$ cat src/rtl/speccfa_pkg.sv
// Shared constants, lookup FSM state encoding and byte-lane merge helper for the
// Spec-CFA block table peripheral.
package speccfa_pkg;

    localparam logic [2:0] TOTAL_OFF  = 3'd0;
    localparam logic [2:0] MIN_OFF    = 3'd1;
    localparam logic [2:0] MAX_OFF    = 3'd2;
    localparam logic [2:0] CTRL_OFF   = 3'd3;
    localparam logic [2:0] STATUS_OFF = 3'd4;

    localparam int TABLE_OFF    = 8;
    localparam int ENTRY_STRIDE = 4;

    localparam int CTRL_LOCK_BIT = 0;
    localparam int ST_BUSY_BIT   = 0;
    localparam int ST_LOCK_BIT   = 1;
    localparam int ST_ERR_BIT    = 2;

    typedef enum logic [1:0] {
        IDLE = 2'd0,
        SCAN = 2'd1,
        DONE = 2'd2
    } lookup_state_t;

    function automatic logic [15:0] merge_bytes(input logic [15:0] cur,
                                                input logic [15:0] din,
                                                input logic [1:0]  we);
        logic [15:0] res;
        res = cur;
        if (we[0]) res[7:0]  = din[7:0];
        if (we[1]) res[15:8] = din[15:8];
        return res;
    endfunction

endpackage

$ cat src/rtl/speccfa_lookup_fsm.sv
// Sequential (src,dest) search over the block table, one entry per cycle; done pulses
// k+2 cycles after the request for a hit at k. Requests while busy are dropped, no queueing.
module speccfa_lookup_fsm
    import speccfa_pkg::*;
#(
    parameter int IDX_W = 4
)(
    input  logic             mclk,
    input  logic             puc_rst_n,
    input  logic             lookup_req,
    input  logic [15:0]      lookup_src,
    input  logic [15:0]      lookup_dest,
    input  logic [IDX_W:0]   n_eff,
    output logic [IDX_W-1:0] tbl_idx,
    input  logic [15:0]      tbl_src,
    input  logic [15:0]      tbl_dest,
    input  logic [15:0]      tbl_word2,
    output logic             busy,
    output logic             lookup_done,
    output logic             lookup_hit,
    output logic [IDX_W-1:0] lookup_idx,
    output logic [7:0]       lookup_id,
    output logic [7:0]       lookup_len
);

    lookup_state_t    state_q, state_d;
    logic [IDX_W-1:0] ptr_q, ptr_d;
    logic [15:0]      src_q, dest_q;
    logic             load_res, res_hit, latch_key, match, last;

    assign tbl_idx     = ptr_q;
    assign busy        = (state_q != IDLE);
    assign lookup_done = (state_q == DONE);
    assign match       = (tbl_src == src_q) && (tbl_dest == dest_q);
    assign last        = ({1'b0, ptr_q} == (n_eff - (IDX_W+1)'(1)));

    always_comb begin
        state_d   = state_q;
        ptr_d     = ptr_q;
        load_res  = 1'b0;
        res_hit   = 1'b0;
        latch_key = 1'b0;
        case (state_q)
            IDLE: begin
                if (lookup_req) begin
                    state_d   = SCAN;
                    ptr_d     = '0;
                    latch_key = 1'b1;
                end
            end
            SCAN: begin
                // An empty table still spends one SCAN cycle before reporting the miss.
                if (n_eff == '0) begin
                    state_d  = DONE;
                    load_res = 1'b1;
                end else if (match) begin
                    state_d  = DONE;
                    load_res = 1'b1;
                    res_hit  = 1'b1;
                end else if (last) begin
                    state_d  = DONE;
                    load_res = 1'b1;
                end else begin
                    ptr_d = ptr_q + IDX_W'(1);
                end
            end
            DONE:    state_d = IDLE;
            default: state_d = IDLE;
        endcase
    end

    always_ff @(posedge mclk or negedge puc_rst_n) begin
        if (!puc_rst_n) begin
            state_q    <= IDLE;
            ptr_q      <= '0;
            src_q      <= '0;
            dest_q     <= '0;
            lookup_hit <= 1'b0;
            lookup_idx <= '0;
            lookup_id  <= '0;
            lookup_len <= '0;
        end else begin
            state_q <= state_d;
            ptr_q   <= ptr_d;
            if (latch_key) begin
                src_q  <= lookup_src;
                dest_q <= lookup_dest;
            end
            if (load_res) begin
                lookup_hit <= res_hit;
                lookup_idx <= res_hit ? ptr_q : '0;
                lookup_id  <= res_hit ? tbl_word2[15:8] : 8'h00;
                lookup_len <= res_hit ? tbl_word2[7:0]  : 8'h00;
            end
        end
    end

endmodule

$ cat src/rtl/speccfa_blocktable.sv
// Spec-CFA metadata registers and speculation block table on the openMSP430 peripheral bus.
// Reads are combinational, writes land on the mclk edge; blocked writes are dropped and flag ERR.
module speccfa_blocktable
    import speccfa_pkg::*;
#(
    parameter logic [14:0] BASE_ADDR  = 15'h0400,
    parameter int          NUM_BLOCKS = 16,
    parameter int          IDX_W      = 4
)(
    input  logic             mclk,
    input  logic             puc_rst_n,
    input  logic [13:0]      per_addr,
    input  logic [15:0]      per_din,
    input  logic             per_en,
    input  logic [1:0]       per_we,
    output logic [15:0]      per_dout,
    input  logic             lookup_req,
    input  logic [15:0]      lookup_src,
    input  logic [15:0]      lookup_dest,
    output logic             lookup_done,
    output logic             lookup_hit,
    output logic [IDX_W-1:0] lookup_idx,
    output logic [7:0]       lookup_id,
    output logic [7:0]       lookup_len,
    output logic [15:0]      total_blocks,
    output logic [15:0]      SPECCFA_BLOCKS_min,
    output logic [15:0]      SPECCFA_BLOCKS_max,
    output logic             locked
);

    localparam logic [13:0] BASE_WORD = BASE_ADDR[14:1];
    localparam logic [13:0] WIN_LIMIT = 14'(TABLE_OFF + ENTRY_STRIDE * NUM_BLOCKS);

    logic [15:0] tbl_src   [NUM_BLOCKS];
    logic [15:0] tbl_dest  [NUM_BLOCKS];
    logic [15:0] tbl_word2 [NUM_BLOCKS];
    logic        err_q, busy;

    // Unsigned wrap keeps addresses below the base outside the window.
    logic [13:0]      off;
    logic             in_win, reg_sel, tbl_sel;
    logic [IDX_W-1:0] ent;
    logic [1:0]       word;

    assign off     = per_addr - BASE_WORD;
    assign in_win  = (off < WIN_LIMIT);
    assign reg_sel = in_win && (off < 14'(TABLE_OFF));
    assign tbl_sel = in_win && !reg_sel;
    assign ent     = off[IDX_W+1:2] - IDX_W'(TABLE_OFF / ENTRY_STRIDE);
    assign word    = off[1:0];

    logic wr, wr_total, wr_min, wr_max, wr_ctrl, wr_status, wr_tbl, wr_drop;

    assign wr        = per_en && (per_we != 2'b00);
    assign wr_total  = wr && reg_sel && (off[2:0] == TOTAL_OFF);
    assign wr_min    = wr && reg_sel && (off[2:0] == MIN_OFF);
    assign wr_max    = wr && reg_sel && (off[2:0] == MAX_OFF);
    assign wr_ctrl   = wr && reg_sel && (off[2:0] == CTRL_OFF);
    assign wr_status = wr && reg_sel && (off[2:0] == STATUS_OFF);
    assign wr_tbl    = wr && tbl_sel;
    assign wr_drop   = (locked && (wr_total || wr_min || wr_max || wr_tbl)) ||
                       (busy && (wr_total || wr_tbl));

    always_ff @(posedge mclk or negedge puc_rst_n) begin
        if (!puc_rst_n) begin
            total_blocks       <= '0;
            SPECCFA_BLOCKS_min <= '0;
            SPECCFA_BLOCKS_max <= '0;
            locked             <= 1'b0;
            err_q              <= 1'b0;
            for (int i = 0; i < NUM_BLOCKS; i++) begin
                tbl_src[i]   <= '0;
                tbl_dest[i]  <= '0;
                tbl_word2[i] <= '0;
            end
        end else begin
            if (wr_total && !wr_drop) total_blocks       <= merge_bytes(total_blocks, per_din, per_we);
            if (wr_min && !wr_drop)   SPECCFA_BLOCKS_min <= merge_bytes(SPECCFA_BLOCKS_min, per_din, per_we);
            if (wr_max && !wr_drop)   SPECCFA_BLOCKS_max <= merge_bytes(SPECCFA_BLOCKS_max, per_din, per_we);
            if (wr_ctrl && per_we[0] && per_din[CTRL_LOCK_BIT]) locked <= 1'b1;
            if (wr_drop)
                err_q <= 1'b1;
            else if (wr_status && per_we[0] && per_din[ST_ERR_BIT])
                err_q <= 1'b0;
            if (wr_tbl && !wr_drop) begin
                case (word)
                    2'd0:    tbl_src[ent]   <= merge_bytes(tbl_src[ent], per_din, per_we);
                    2'd1:    tbl_dest[ent]  <= merge_bytes(tbl_dest[ent], per_din, per_we);
                    2'd2:    tbl_word2[ent] <= merge_bytes(tbl_word2[ent], per_din, per_we);
                    default: ;
                endcase
            end
        end
    end

    logic [15:0] status_word, ctrl_word;

    always_comb begin
        status_word              = 16'h0000;
        status_word[ST_BUSY_BIT] = busy;
        status_word[ST_LOCK_BIT] = locked;
        status_word[ST_ERR_BIT]  = err_q;
        ctrl_word                = 16'h0000;
        ctrl_word[CTRL_LOCK_BIT] = locked;
    end

    always_comb begin
        per_dout = 16'h0000;
        if (per_en && (per_we == 2'b00)) begin
            if (reg_sel) begin
                case (off[2:0])
                    TOTAL_OFF:  per_dout = total_blocks;
                    MIN_OFF:    per_dout = SPECCFA_BLOCKS_min;
                    MAX_OFF:    per_dout = SPECCFA_BLOCKS_max;
                    CTRL_OFF:   per_dout = ctrl_word;
                    STATUS_OFF: per_dout = status_word;
                    default:    per_dout = 16'h0000;
                endcase
            end else if (tbl_sel) begin
                case (word)
                    2'd0:    per_dout = tbl_src[ent];
                    2'd1:    per_dout = tbl_dest[ent];
                    2'd2:    per_dout = tbl_word2[ent];
                    default: per_dout = 16'h0000;
                endcase
            end
        end
    end

    logic [IDX_W:0]   n_eff;
    logic [IDX_W-1:0] scan_idx;

    assign n_eff = (total_blocks >= 16'(NUM_BLOCKS)) ? (IDX_W+1)'(NUM_BLOCKS)
                                                     : total_blocks[IDX_W:0];

    speccfa_lookup_fsm #(.IDX_W(IDX_W)) u_lookup (
        .mclk        (mclk),
        .puc_rst_n   (puc_rst_n),
        .lookup_req  (lookup_req),
        .lookup_src  (lookup_src),
        .lookup_dest (lookup_dest),
        .n_eff       (n_eff),
        .tbl_idx     (scan_idx),
        .tbl_src     (tbl_src[scan_idx]),
        .tbl_dest    (tbl_dest[scan_idx]),
        .tbl_word2   (tbl_word2[scan_idx]),
        .busy        (busy),
        .lookup_done (lookup_done),
        .lookup_hit  (lookup_hit),
        .lookup_idx  (lookup_idx),
        .lookup_id   (lookup_id),
        .lookup_len  (lookup_len)
    );

endmodule

$ cat config.mk
export PLATFORM = sky130hd
export DESIGN_NAME = speccfa_blocktable
export DESIGN_NICKNAME = d
export VERILOG_FILES = /design/src/rtl/speccfa_pkg.sv /design/src/rtl/speccfa_lookup_fsm.sv /design/src/rtl/speccfa_blocktable.sv
export SDC_FILE = /design/constraint.sdc
export NUM_CORES = 2
export LEC_CHECK = 0
export CORE_ASPECT_RATIO = 0.75
export CORE_MARGIN = 5
export CORE_UTILIZATION = 41
export DETAILED_ROUTE_END_ITERATION = 16
export GPL_TIMING_DRIVEN = 0
export SYNTH_ARGS = -nofsm -noshare
export SYNTH_HDL_FRONTEND = slang
export SYNTH_HIERARCHICAL = 1
export SYNTH_SLANG_ARGS = --single-unit
export TNS_END_PERCENT = 1
$ cat constraint.sdc
create_clock -name mclk -period 7.5 [get_ports mclk]
set_input_delay 2.25 -clock mclk [delete_from_list [all_inputs] [get_ports mclk]]
set_output_delay 2.25 -clock mclk [all_outputs]
set_load 0.02 [all_outputs]
==> metrics <==
share of Yosys cell area claimed by the top area cell type 46.7%; Port Buffers 149; Synth Warn # 6; proportion of synthesized flip-flops having asynchronous set or reset 100%; ratio of cells with drive above 1 in the final layout 51.0%; CTS root buffer sky130_fd_sc_hd__clkbuf_16; CTS tree done; Post-synth EDFFs 0; maximum fanout count along the critical path 10; final setup TNS -0.638 ns; kind of critical path in -> out; CP required approximately 5.3 ns; Filler Cells Inserted 9815; Worst Tran Pin Value between 1 and 1.5 ns; unique cell type count in the Yosys netlist 63; detail-routed via count per cell 6.48; wire length per cell 34.9 µm; Synth Area per Inst 15.5 µm²; unrepaired setup endpoints after global routing yes; top cell type by total area after synthesis sky130_fd_sc_hd__dfrtp_1; type of origin of the critical path input pin; Post-DP HPWL 121 mm; number of vias in the routed layout 31800; Power Density approximately 200 mW/mm²; Hold Violations, Final 0; synthesized net count 3104; Post-Syn Area 0.0470 mm²; portion of the clock cycle consumed by the worst path in the final layout 102%; worst hold path type reg -> reg; maximum capacitance violations 0; sequential fraction of the synthesis area between 40 and 50%; final setup slack of the worst path -0.133 ns; global router's overall resource usage 28.1%; clock transition at the registers of the reported paths 0.06 ns; clk_lat worst skew just over 0.7 ns; min cycle time layout 7.63 ns; width of the die 401 µm; number of DRC violations after detailed routing 0; cells after synthesis 3032; Sink Count 877; Post-DRT Antenna Nets 0; Inserted Clock Buffers between 90 and 100; core footprint 0.114 mm²; global-route wire length before repair approximately 240 mm; Iter 0 DRT Violations 3521; number of iterations in the first detailed-routing pass 5; Worst Path Arrival 5.38 ns; routability congestion estimate 0.981; endpoint class of the critical path output port; max frequency about 130 MHz; result of the run finished with violations; total wire length around 170 mm; Layout Area Growth over Synthesis 16.3%; total power of the final layout 10.7 mW; CTS H-tree lvls 3; worst slew margin relative to its limit 3.41%; violated checks setup timing; overflow left after global routing 0; number of setup violations in the final report 8; register bit total from synthesis 877; maximum count of clock buffers along a single path 3; Post-Route Hold Slack between 0.4 and 0.5 ns; max-slew violation total from the final report 0; worst ir drop on vdd 0.000164 V; skew final 0.0511 ns; pre-CTS WS -2.50 ns; floorplan die area 0.121 mm²; initial antenna violation count 9; number of global-route vias before repair 31700; Die Y-Extent 303 µm; Lkg Pwr between 20 and 25 nW; count of standard-cell rows around 110; total I/O pin count 155; number of nets in the layout 3381; initial core utilization between 40% and 50%; leading post-synthesis cells by cell area sky130_fd_sc_hd__dfrtp_1, sky130_fd_sc_hd__mux4_2, sky130_fd_sc_hd__mux2_2, sky130_fd_sc_hd__mux2_1, sky130_fd_sc_hd__nand3_1; maximum number of pins on one net before global-route repair between 100 and 150; most used flip-flop cell after synthesis sky130_fd_sc_hd__dfrtp_1
## final timing paths
path,from,to,slack (ns),cells after the start
worst min-delay path,u_lookup/lookup_hit,u_lookup/lookup_hit,0.49,1
worst min register to register,u_lookup/lookup_hit,u_lookup/lookup_hit,0.49,1
worst max register to register,u_lookup/tbl_idx[0],u_lookup/lookup_id[5],0.23,12
max in group asynchronous,puc_rst_n,tbl_src[106],3.51,5
worst max-delay path,per_addr[3],per_dout[13],-0.13,9
min in group asynchronous,puc_rst_n,u_lookup/lookup_hit,1.54,1
## cell usage in the layout (no fill, tap or decap), drive strengths merged, types with 8 or more instances in the layout
cell,synthesis,layout
mux2,896,896
dfrtp,877,877
mux4,433,433
clkbuf,85,216
buf,178,214
nand3,133,133
clkdlybuf4s50,0,131
mux2i,64,64
nand2,55,55
nor2,50,50
nand4,42,42
xor2,33,33
a22oi,31,31
a22o,24,24
o21ai,21,21
clkinv,0,20
a21oi,17,17
nor4,14,14
inv,11,13
bufinv,0,12
nor3,10,10
nor2b,9,9
xnor2,8,8
## cell usage after synthesis, types with 9 or more instances
master / count
sky130_fd_sc_hd__dfrtp_1: 877
sky130_fd_sc_hd__nand2_2: 20
sky130_fd_sc_hd__buf_2: 125
sky130_fd_sc_hd__nand2_1: 35
sky130_fd_sc_hd__a22o_1: 24
sky130_fd_sc_hd__nor2b_1: 9
sky130_fd_sc_hd__buf_6: 19
sky130_fd_sc_hd__nand3_1: 132
sky130_fd_sc_hd__mux4_2: 433
sky130_fd_sc_hd__nor4_1: 11
sky130_fd_sc_hd__mux2_1: 119
sky130_fd_sc_hd__nand4_1: 40
sky130_fd_sc_hd__o21ai_0: 16
sky130_fd_sc_hd__buf_4: 20
sky130_fd_sc_hd__mux2_2: 777
sky130_fd_sc_hd__nor3_1: 10
sky130_fd_sc_hd__nor2_2: 18
sky130_fd_sc_hd__xor2_1: 32
sky130_fd_sc_hd__clkbuf_1: 85
sky130_fd_sc_hd__a21oi_1: 17
sky130_fd_sc_hd__nor2_1: 22
sky130_fd_sc_hd__buf_1: 13
sky130_fd_sc_hd__a22oi_1: 31
sky130_fd_sc_hd__nor2_4: 10
sky130_fd_sc_hd__mux2i_1: 64
## state kept, by name (all words and copies together), names as in the netlist, 2 cells and up
| signal | count |
|---|---|
| tbl_src | 256 |
| u_lookup/state_q | 2 |
| u_lookup/tbl_idx | 4 |
| tbl_word2 | 256 |
| SPECCFA_BLOCKS_max | 16 |
| SPECCFA_BLOCKS_min | 16 |
| u_lookup/lookup_idx | 4 |
| u_lookup/dest_q | 16 |
| u_lookup/src_q | 16 |
| u_lookup/lookup_len | 8 |
| total_blocks | 16 |
| tbl_dest | 256 |
| u_lookup/lookup_id | 8 |
## per-stage QoR
stage               std cells  utilization, %  cell area, µm²
detailed placement       4716            44.5           50600
global route             4907            48.0           54600
finish                   4910            48.0           54600
floorplan                3032               -           47000
CTS                      4902            48.0           54500
global placement         4707            44.3           50400
## area by class of cell
type,instances,area [µm²],area share [%]
Tap cell,1526,1910,3.50
Inverter,11,41.3,0.0756
Multi-Input combinational cell,1881,23900,43.7
Timing Repair Buffer,184,1900,3.48
Sequential cell,877,21900,40.2
Clock inverter,37,544,0.997
Buffer,260,1590,2.92
Antenna cell,4,10.0,0.0183
Clock buffer,130,2770,5.07
## power breakdown
| group | leakage [nW] | switching, mW | total [mW] | internal (mW) |
|---|---|---|---|---|
| Combinational | 10.8 | 0.581 | 0.834 | 0.253 |
| Clock | 1.64 | 2.07 | 5.06 | 2.99 |
| Sequential | 12.2 | 0.0339 | 4.81 | 4.78 |
| Total | 24.6 | 2.69 | 10.7 | 8.02 |
## worst max-delay path: stages
cell and delay [ns]:
sky130_fd_sc_hd__buf_4 0.21, sky130_fd_sc_hd__buf_8 0.23, sky130_fd_sc_hd__clkdlybuf4s15_1 0.93, sky130_fd_sc_hd__mux4_2 0.42, sky130_fd_sc_hd__nand3_1 0.13, sky130_fd_sc_hd__nand4_1 0.33, sky130_fd_sc_hd__a22oi_2 0.34, sky130_fd_sc_hd__a21oi_2 0.14
sky130_fd_sc_hd__dlygate4sd2_1 0.38
## metal layers
layer  part of all wire (%)  wire length [µm]  track usage, %
met1                     43             74200            40.8
met4                    3.9              6650            9.74
met3                     12             20700            11.2
met5                  0.033                57               0
met2                     41             69800            38.1
## kinds of logic (layout without fill, tap and decap cells)
| group | Yosys count | in the layout | share of synthesized area, % |
|---|---|---|---|
| multiplexers | 1393 | 1393 | 43.6 |
| flip-flops | 877 | 877 | 46.7 |
| AND/OR/NAND/NOR | 335 | 335 | 4.08 |
| buffers and inverters | 274 | 622 | 3.02 |
| AO/OA/AOI/OAI | 108 | 108 | 1.66 |
| XOR/XNOR | 41 | 41 | 0.781 |
| adder cells (fa/ha/maj) | 4 | 4 | 0.107 |
| other | 0 | 4 | 0 |
## what timing repair did
item / 4_1_cts / 5_1_grt
resized for setup: 158 / 30
pin swaps: 26 / 7
hold buffers: 0 / 0
buffers inserted: 22 / 4
setup endpoints to repair: 16 / 16
Power figures use the tool's default switching activity.
